==> src/rtl/soc_system_pio_pkg.sv <==
// soc_system_pio_pkg: shared constants for the debounced input PIO
// Provides the register offsets, edge-mode encodings and the EDGE_MODE reset pattern.
package soc_system_pio_pkg;
    localparam logic [2:0] ADDR_DATA         = 3'd0;
    localparam logic [2:0] ADDR_RAW          = 3'd1;
    localparam logic [2:0] ADDR_IRQ_MASK     = 3'd2;
    localparam logic [2:0] ADDR_EDGE_CAPTURE = 3'd3;
    localparam logic [2:0] ADDR_EDGE_MODE    = 3'd4;
    localparam logic [2:0] ADDR_DEBOUNCE_EN  = 3'd5;
    typedef enum logic [1:0] {
        EDGE_NONE = 2'b00,
        EDGE_RISE = 2'b01,
        EDGE_FALL = 2'b10,
        EDGE_BOTH = 2'b11
    } edge_mode_e;
    // every channel falling-edge: the keys are active-low
    localparam logic [31:0] EDGE_MODE_RST = 32'hAAAA_AAAA;
endpackage

==> src/rtl/soc_system_pio_debounce.sv <==
// soc_system_pio_debounce: one input channel (synchronizer, debounce counter, edge detect)
// Ports: clk, reset_n (async active-low), din (async input), en (debounce enable),
//        sync (synchronised raw), stable (debounced), rise/fall (one-cycle edge flags).
module soc_system_pio_debounce #(
    parameter int DEBOUNCE_CYCLES = 50000,
    parameter int SYNC_STAGES     = 2
) (
    input  logic clk,
    input  logic reset_n,
    input  logic din,
    input  logic en,
    output logic sync,
    output logic stable,
    output logic rise,
    output logic fall
);
    localparam int CW = $clog2(DEBOUNCE_CYCLES + 1);
    logic [SYNC_STAGES-1:0] sr;
    logic [CW-1:0] cnt;
    logic prev;
    always_ff @(posedge clk or negedge reset_n) begin
        if (!reset_n) begin
            sr     <= '0;
            cnt    <= '0;
            stable <= 1'b0;
            prev   <= 1'b0;
        end else begin
            sr   <= {sr[SYNC_STAGES-2:0], din};
            prev <= stable;
            if (!en) begin
                stable <= sync;
                cnt    <= '0;
            end else if (sync == stable) begin
                cnt <= '0;
            end else if (cnt == CW'(DEBOUNCE_CYCLES - 1)) begin
                stable <= sync;
                cnt    <= '0;
            end else begin
                cnt <= cnt + CW'(1);
            end
        end
    end
    assign sync = sr[SYNC_STAGES-1];
    assign rise = stable & ~prev;
    assign fall = ~stable & prev;
endmodule

==> src/rtl/soc_system_debounced_pio.sv <==
// soc_system_debounced_pio: Avalon-MM input PIO with debounce, edge capture and irq
// Ports: clk, reset_n (async active-low), address/chipselect/write_n/writedata (slave write),
//        in_port (async inputs), readdata (registered, latency 1), irq (level).
module soc_system_debounced_pio
    import soc_system_pio_pkg::*;
#(
    parameter int WIDTH           = 4,
    parameter int DEBOUNCE_CYCLES = 50000,
    parameter int SYNC_STAGES     = 2
) (
    input  logic             clk,
    input  logic             reset_n,
    input  logic [2:0]       address,
    input  logic             chipselect,
    input  logic             write_n,
    input  logic [31:0]      writedata,
    input  logic [WIDTH-1:0] in_port,
    output logic [31:0]      readdata,
    output logic             irq
);
    logic [WIDTH-1:0] sync, stable, rise, fall, cap_set;
    logic [WIDTH-1:0] irq_mask, edge_cap, debounce_en;
    logic [2*WIDTH-1:0] edge_mode;
    logic [31:0] rd_next;
    logic we;
    logic unused_wd;
    assign we = chipselect && !write_n;
    assign unused_wd = ^writedata;
    for (genvar i = 0; i < WIDTH; i++) begin : g_ch
        soc_system_pio_debounce #(
            .DEBOUNCE_CYCLES(DEBOUNCE_CYCLES),
            .SYNC_STAGES(SYNC_STAGES)
        ) u_deb (
            .clk(clk),
            .reset_n(reset_n),
            .din(in_port[i]),
            .en(debounce_en[i]),
            .sync(sync[i]),
            .stable(stable[i]),
            .rise(rise[i]),
            .fall(fall[i])
        );
        assign cap_set[i] = (rise[i] && (edge_mode[2*i+:2] inside {EDGE_RISE, EDGE_BOTH})) ||
                            (fall[i] && (edge_mode[2*i+:2] inside {EDGE_FALL, EDGE_BOTH}));
    end
    always_comb begin
        rd_next = address == ADDR_DATA         ? 32'(stable)      :
                  address == ADDR_RAW          ? 32'(sync)        :
                  address == ADDR_IRQ_MASK     ? 32'(irq_mask)    :
                  address == ADDR_EDGE_CAPTURE ? 32'(edge_cap)    :
                  address == ADDR_EDGE_MODE    ? 32'(edge_mode)   :
                  address == ADDR_DEBOUNCE_EN  ? 32'(debounce_en) : 32'd0;
    end
    always_ff @(posedge clk or negedge reset_n) begin
        if (!reset_n) begin
            irq_mask    <= '0;
            edge_cap    <= '0;
            edge_mode   <= EDGE_MODE_RST[2*WIDTH-1:0];
            debounce_en <= '1;
            readdata    <= '0;
        end else begin
            if (we && address == ADDR_IRQ_MASK)    irq_mask    <= writedata[WIDTH-1:0];
            if (we && address == ADDR_EDGE_MODE)   edge_mode   <= writedata[2*WIDTH-1:0];
            if (we && address == ADDR_DEBOUNCE_EN) debounce_en <= writedata[WIDTH-1:0];
            // a new edge is OR-ed in after the clear, so a coinciding set is never lost
            edge_cap <= (edge_cap & ~((we && address == ADDR_EDGE_CAPTURE) ? writedata[WIDTH-1:0] : '0)) | cap_set;
            readdata <= rd_next;
        end
    end
    assign irq = |(edge_cap & irq_mask);
endmodule

==> config.mk <==
export PLATFORM = sky130hd
export DESIGN_NAME = soc_system_debounced_pio
export DESIGN_NICKNAME = d
export VERILOG_FILES = /design/src/rtl/soc_system_pio_pkg.sv /design/src/rtl/soc_system_pio_debounce.sv /design/src/rtl/soc_system_debounced_pio.sv
export SDC_FILE = /design/constraint.sdc
export NUM_CORES = 1
export LEC_CHECK = 0
export CAP_MARGIN = 10
export CORE_MARGIN = 5
export CORE_UTILIZATION = 30
export DETAILED_ROUTE_END_ITERATION = 10
export PLACE_DENSITY_LB_ADDON = 0.25
export RECOVER_POWER = 25
export SYNTH_ARGS = -nofsm -noshare
export SYNTH_HDL_FRONTEND = slang
export SYNTH_SLANG_ARGS = --single-unit
export TNS_END_PERCENT = 10
==> constraint.sdc <==
create_clock -name clk -period 3.6 [get_ports clk]
set_input_delay 0.54 -clock clk [delete_from_list [all_inputs] [get_ports clk]]
set_output_delay 0.54 -clock clk [all_outputs]
set_load 0.02 [all_outputs]
==> flow_summary.yaml, run 1 <==
global_routing:
  antenna_found_initial: 0
  grt_overflow_total: 0
  grt_pass1_wl_um: 17250
  grt_max_degree: 64
  grt_use_total: 0.1073
  grt_pass1_vias: 3462
clock_tree:
  ctsLongestPathBuffers: 2
  postCtsHoldBufs: 0
  clk_latency_ns: 0.35
  root_buffer: "clkbuf_16"
  clkSlewWorstSetupHoldPaths_ns: 0.07
  htree_levels: 3
  cts_tree: "built"
  ctsResizeCount: 0
  clock-sinks: 108
  cts_buffers: 9
  post_cts_buffers: 0
setup_path:
  critPathKind: "in2async"
  r2r-start: "g_ch[3].u_deb.cnt[12]"
  reg2reg_slack_ns: 1.57
  worstPathCellList: "clkbuf_1"
  cpLargestDelayFamily: "buffers and inverters"
  slowest_delay_ns: 1.77
  cp-end-kind: "async pin"
  start_kind: "input pin"
  crit_slowest_cell: "clkbuf_1"
  critPathMaxFanout: 46
  r2r_end: "g_ch[3].u_deb.stable"
  path_buf_inv: 1
  rr_worst_depth: 4
  startpoint: "reset_n"
  arrival_ns: 2.34
  required_ns: 3.52
synth:
  syn_avg_cell_area_um2: 10.58
  netlist_instances: 489
  synthArstFlopShare: 1.000
  yosysUniqueCellTypes: 50
  ys_seq_elements: 108
  synth_enable_flop_cells: 0
  yosysSeqAreaShare: 0.5246
  synth_flop_cell: "dfrtp_1"
  synth_area_mm2: 0.005171
  synth_largest_area_cell: "dfrtp_1"
  synth_area_leaders: "dfrtp_1, xnor2_1, nor2_1, mux2_2, dfstp_2"
  yosysWarningCount: 0
  synth_top_area_frac: 0.4839
sta:
  worst_slack_ns: 1.170
  slew_viol_final: 46
  tightest_slew_ns: 2.544
  finalHoldViolations: 0
  hold_ws_ns: 0.3564
  setup_violations: 0
  skew_ns: 0.006814
  final.min_clock_period_ns: 2.430
  fin_crit_sh: 0.6750
  relSlewSlack: -0.6962
  max_freq_mhz: 411.5
  rsz0062_at_grt: "no"
  setup_tns_ns: 0
drt:
  post_drt_wl_per_cell_um: 13.54
  dr.pass1.iters: 4
  drtAntennaViolNets: 0
  drc: 0
  routed_wl_um: 10120
  drt-initial-drc-count: 221
  route.vias.total: 3424
  via_per_inst: 4.584
job:
  max_cap_viol_count: 1
run_status:
  violations: "max-capacitance violations, max-slew violations"
  status: "finished with violations"
power_and_ir_drop:
  combPwrFrac: 0.118
  seq_power_share: 0.505
  p_clk_frac: 0.377
  power_mw: 2.814
  switchingPower_mw: 0.7192
  p_int_mw: 2.095
  p_per_area_mw_per_mm2: 476.3
  ir_drop_uv: 191.1
  leakage_nw: 2.301
  switching_share: 0.2556
placed_design:
  place_ws_ns: 0.9285
  dp_hpwl_um: 7058
  place_congestion: 0.8021
  portBuffers: 27
  dpl-instance-area_mm2: 0.005593
floorplan:
  rows: 48
  initial_core_util: 0.3021
  coreArea_mm2: 0.01712
  die_h_um: 141.3
  design.die.area_mm2: 0.01996
  ios: 76
  die_width_um: 141.3
hold_path:
  min_from: "g_ch[0].u_deb.sr[0]"
  hold_depth: 0
  whs_endpoint: "g_ch[0].u_deb.sr[1]"
  hold_path_class: "reg2reg"
cells_and_area:
  final_common_cell: "dfrtp_1"
  drive_gt1_frac: 0.1073
  fin_nets: 564
  num_antenna_cells: 0
  area_growth_pct: 14.23
  layout_common_cells: "dfrtp_1, nor2_1, xnor2_1, nand2_1, nand3_1"
  fin_area_mm2: 0.005907
[synthesized netlist by cell type (6+ instances only)]
cell and number:
nor4bb_1 6, xnor2_1 41, buf_4 24, nor3_1 12, inv_1 14, mux2_2 19
a21oi_1 10, mux2i_1 8, nor2_1 68, nand4_1 14, xor2_1 15, nand2_1 31
clkbuf_1 8, dfstp_2 8, dfrtp_1 100, nor4_1 18, nand3_1 25
[cell type report]
type	count	area, um^2
well taps	225	281.5
clock inverters	5	75.07
clock buffers	11	242.7
multi-input cells	356	2258
inverters	14	52.55
flip-flops and latches	108	2713
repair buffers	28	284.0
fillers	1733	11210
[sequential cells by signal, summed over array words and instances (netlist names)]
register and count:
debounce_en 4, edge_cap 4, edge_mode 8, g_ch.u_deb.cnt 64, g_ch.u_deb.prev 4, g_ch.u_deb.sr 8
g_ch.u_deb.stable 4, irq_mask 4, readdata 8
[power groups by stage]
stage | sequential [mW] | combinational, mW | clock (mW)
after global routing | 1.44 | 0.378 | 1.15
after floorplan | 1.43 | 0.247 | 0
after CTS | 1.42 | 0.342 | 1.10
after detailed placement | 1.44 | 0.341 | 0
after global placement | 1.44 | 0.336 | 0
final | 1.42 | 0.333 | 1.06
[stage by stage]
stage	cells	util
4_1_cts	747	0.3453
2_1_floorplan	512	-
3_5_place_dp	731	0.3268
3_3_place_gp	731	0.3268
5_1_grt	747	0.3451
6_report	747	0.3451
[worst max path at each step]
stage	cells after the start	endpoint
6_report	1	g_ch[2].u_deb.cnt[3]
5_1_grt	1	g_ch[2].u_deb.cnt[3]
4_1_cts	5	edge_mode[0]
3_5_place_dp	5	edge_mode[0]
3_3_place_gp	5	edge_mode[0]
2_1_floorplan	4	g_ch[3].u_deb.stable
[routing by layer]
metal  GRT usage  vias up  wire [um]
li1            -     1694          -
met1      0.1479     1658       4946
met2      0.1600       58       4553
met3     0.02022       14        356
met4     0.05660        0        261
met5           0        -          0
[cells by family (layout without fill, tap and decap cells)]
family | after synthesis | in the layout | share of synthesized area
xor+xnor | 56 | 56 | 0.09485
flops | 108 | 108 | 0.5246
other cells | 1 | 24 | 0.0007252
compound gates | 26 | 26 | 0.03194
simple gates | 218 | 218 | 0.2238
mux | 28 | 28 | 0.05904
fa+ha+maj | 4 | 4 | 0.009679
buf+inv | 48 | 58 | 0.05541
Note: power is estimated with default switching activity, not from simulation.
==> run 2, diff against run 1 <==
==> constraint.sdc (replaced) <==
create_clock -name clk -period 2.2 [get_ports clk]
set_input_delay 0.33 -clock clk [delete_from_list [all_inputs] [get_ports clk]]
set_output_delay 0.33 -clock clk [all_outputs]
set_load 0.02 [all_outputs]
==> flow_summary.yaml, run 2 (same netlist as run 1, synthesis figures left out) <==
run_status:
  status: "finished clean"
sta:
  slew_viol_final: 0
  final.min_clock_period_ns: 2.058
  finalHoldViolations: 0
  hold_ws_ns: 0.3492
  fin_crit_sh: 0.9353
  skew_ns: 0.007606
  tightest_slew_ns: 0.9874
  max_freq_mhz: 486.0
  setup_violations: 0
  setup_tns_ns: 0
  rsz0062_at_grt: "no"
  relSlewSlack: 0.3417
power_and_ir_drop:
  ir_drop_uv: 407.1
  p_per_area_mw_per_mm2: 760.9
  power_mw: 4.548
  leakage_nw: 2.337
clock_tree:
  cts_tree: "built"
  cts_buffers: 9
  clk_latency_ns: 0.35
  clkSlewWorstSetupHoldPaths_ns: 0.07
  htree_levels: 3
  clock-sinks: 108
  root_buffer: "clkbuf_16"
  ctsLongestPathBuffers: 2
  post_cts_buffers: 0
floorplan:
  initial_core_util: 0.3021
  die_width_um: 141.3
  ios: 76
  rows: 48
  design.die.area_mm2: 0.01996
  coreArea_mm2: 0.01712
  die_h_um: 141.3
global_routing:
  grt_max_degree: 48
  antenna_found_initial: 0
  grt_overflow_total: 0
  grt_pass1_wl_um: 17420
  grt_pass1_vias: 3552
  grt_use_total: 0.1076
setup_path:
  startpoint: "g_ch[3].u_deb.cnt[10]"
  arrival_ns: 2.29
  reg2reg_slack_ns: 0.14
  start_kind: "flop"
  cp-end-kind: "flop"
  critPathMaxFanout: 4
  required_ns: 2.43
  r2r-start: "g_ch[3].u_deb.cnt[10]"
  critPathKind: "reg2reg"
drt:
  drc: 0
  post_drt_wl_per_cell_um: 13.42
  dr.pass1.iters: 6
  route.vias.total: 3516
  routed_wl_um: 10170
  drt-initial-drc-count: 220
  drtAntennaViolNets: 0
  via_per_inst: 4.639
hold_path:
  hold_path_class: "reg2reg"
  min_from: "g_ch[0].u_deb.sr[0]"
placed_design:
  portBuffers: 27
  dp_cells: 741
  dp_hpwl_um: 7054
  dpl-instance-area_mm2: 0.005668
  place_congestion: 0.8221
cells_and_area:
  final_cell_count_no_fill: 758
  final_common_cell: "dfrtp_1"
  fin_area_mm2: 0.005977
  fin_nets: 575
  largest_register_ffs: 64
  layout_common_cells: "dfrtp_1, nor2_1, xnor2_1, nand2_1, nand3_1"
  num_antenna_cells: 0
  area_growth_pct: 15.58
  num-fill-cells: 1711
  drive_gt1_frac: 0.1257
  largest-register: "g_ch.u_deb.cnt"
job:
  max_cap_viol_count: 0
-- run 2: layout make-up --
cell class,count,area (um^2),share of cell area
Clock buffer,11,242.7,0.04061
Clock inverter,5,58.81,0.009839
Multi-Input combinational cell,356,2258,0.3779
Tap cell,225,281.5,0.04710
Inverter,14,52.55,0.008792
Sequential cell,108,2713,0.4538
Timing Repair Buffer,39,370.4,0.06196
-- run 2: per-layer routing --
metal | track usage | vias to the layer above | part of all wire | routed length [um]
li1 | - | 1727 | - | -
met2 | 0.1673 | 66 | 0.46 | 4662
met4 | 0.05048 | 0 | 0.021 | 214
met3 | 0.01685 | 12 | 0.034 | 348
met5 | 0 | - | 0 | 0
met1 | 0.1477 | 1711 | 0.49 | 4946
-- run 2: path summary, 6_finish.rpt --
kind	endpoint	depth (start not counted)
worst min-delay path	g_ch[0].u_deb.sr[1]	0
worst min register to register	g_ch[0].u_deb.sr[1]	0
worst max-delay path	g_ch[3].u_deb.stable	4
worst max register to register	g_ch[3].u_deb.stable	4
max in group asynchronous	g_ch[3].u_deb.cnt[4]	3
min in group asynchronous	g_ch[1].u_deb.sr[0]	2
-- run 2: metrics by stage --
stage	setup WS, ns	utilization
2_1_floorplan	0.2317	-
3_3_place_gp	0.1621	0.3311
3_5_place_dp	0.1427	0.3311
4_1_cts	0.1326	0.3493
5_1_grt	0.1095	0.3492
6_report	0.1424	0.3492
-- run 2: repair_timing --
action,CTS,global route
resized for setup,0,0
hold endpoints to repair,33,0
hold buffers,1,0
-- run 2: worst max-delay path, stage by stage, from the launching register on --
cell	delay, ns
dfrtp_1	0.43
or4b_1	0.53
or4_4	0.57
nand2_1	0.10
mux2_1	0.31
-- run 2: report_power, final --
part	switching, mW	leakage [nW]	internal (mW)
Clock	0.740	0.142	0.917
Combinational	0.319	0.793	0.246
Sequential	0.151	1.40	2.17
Total	1.21	2.34	3.34
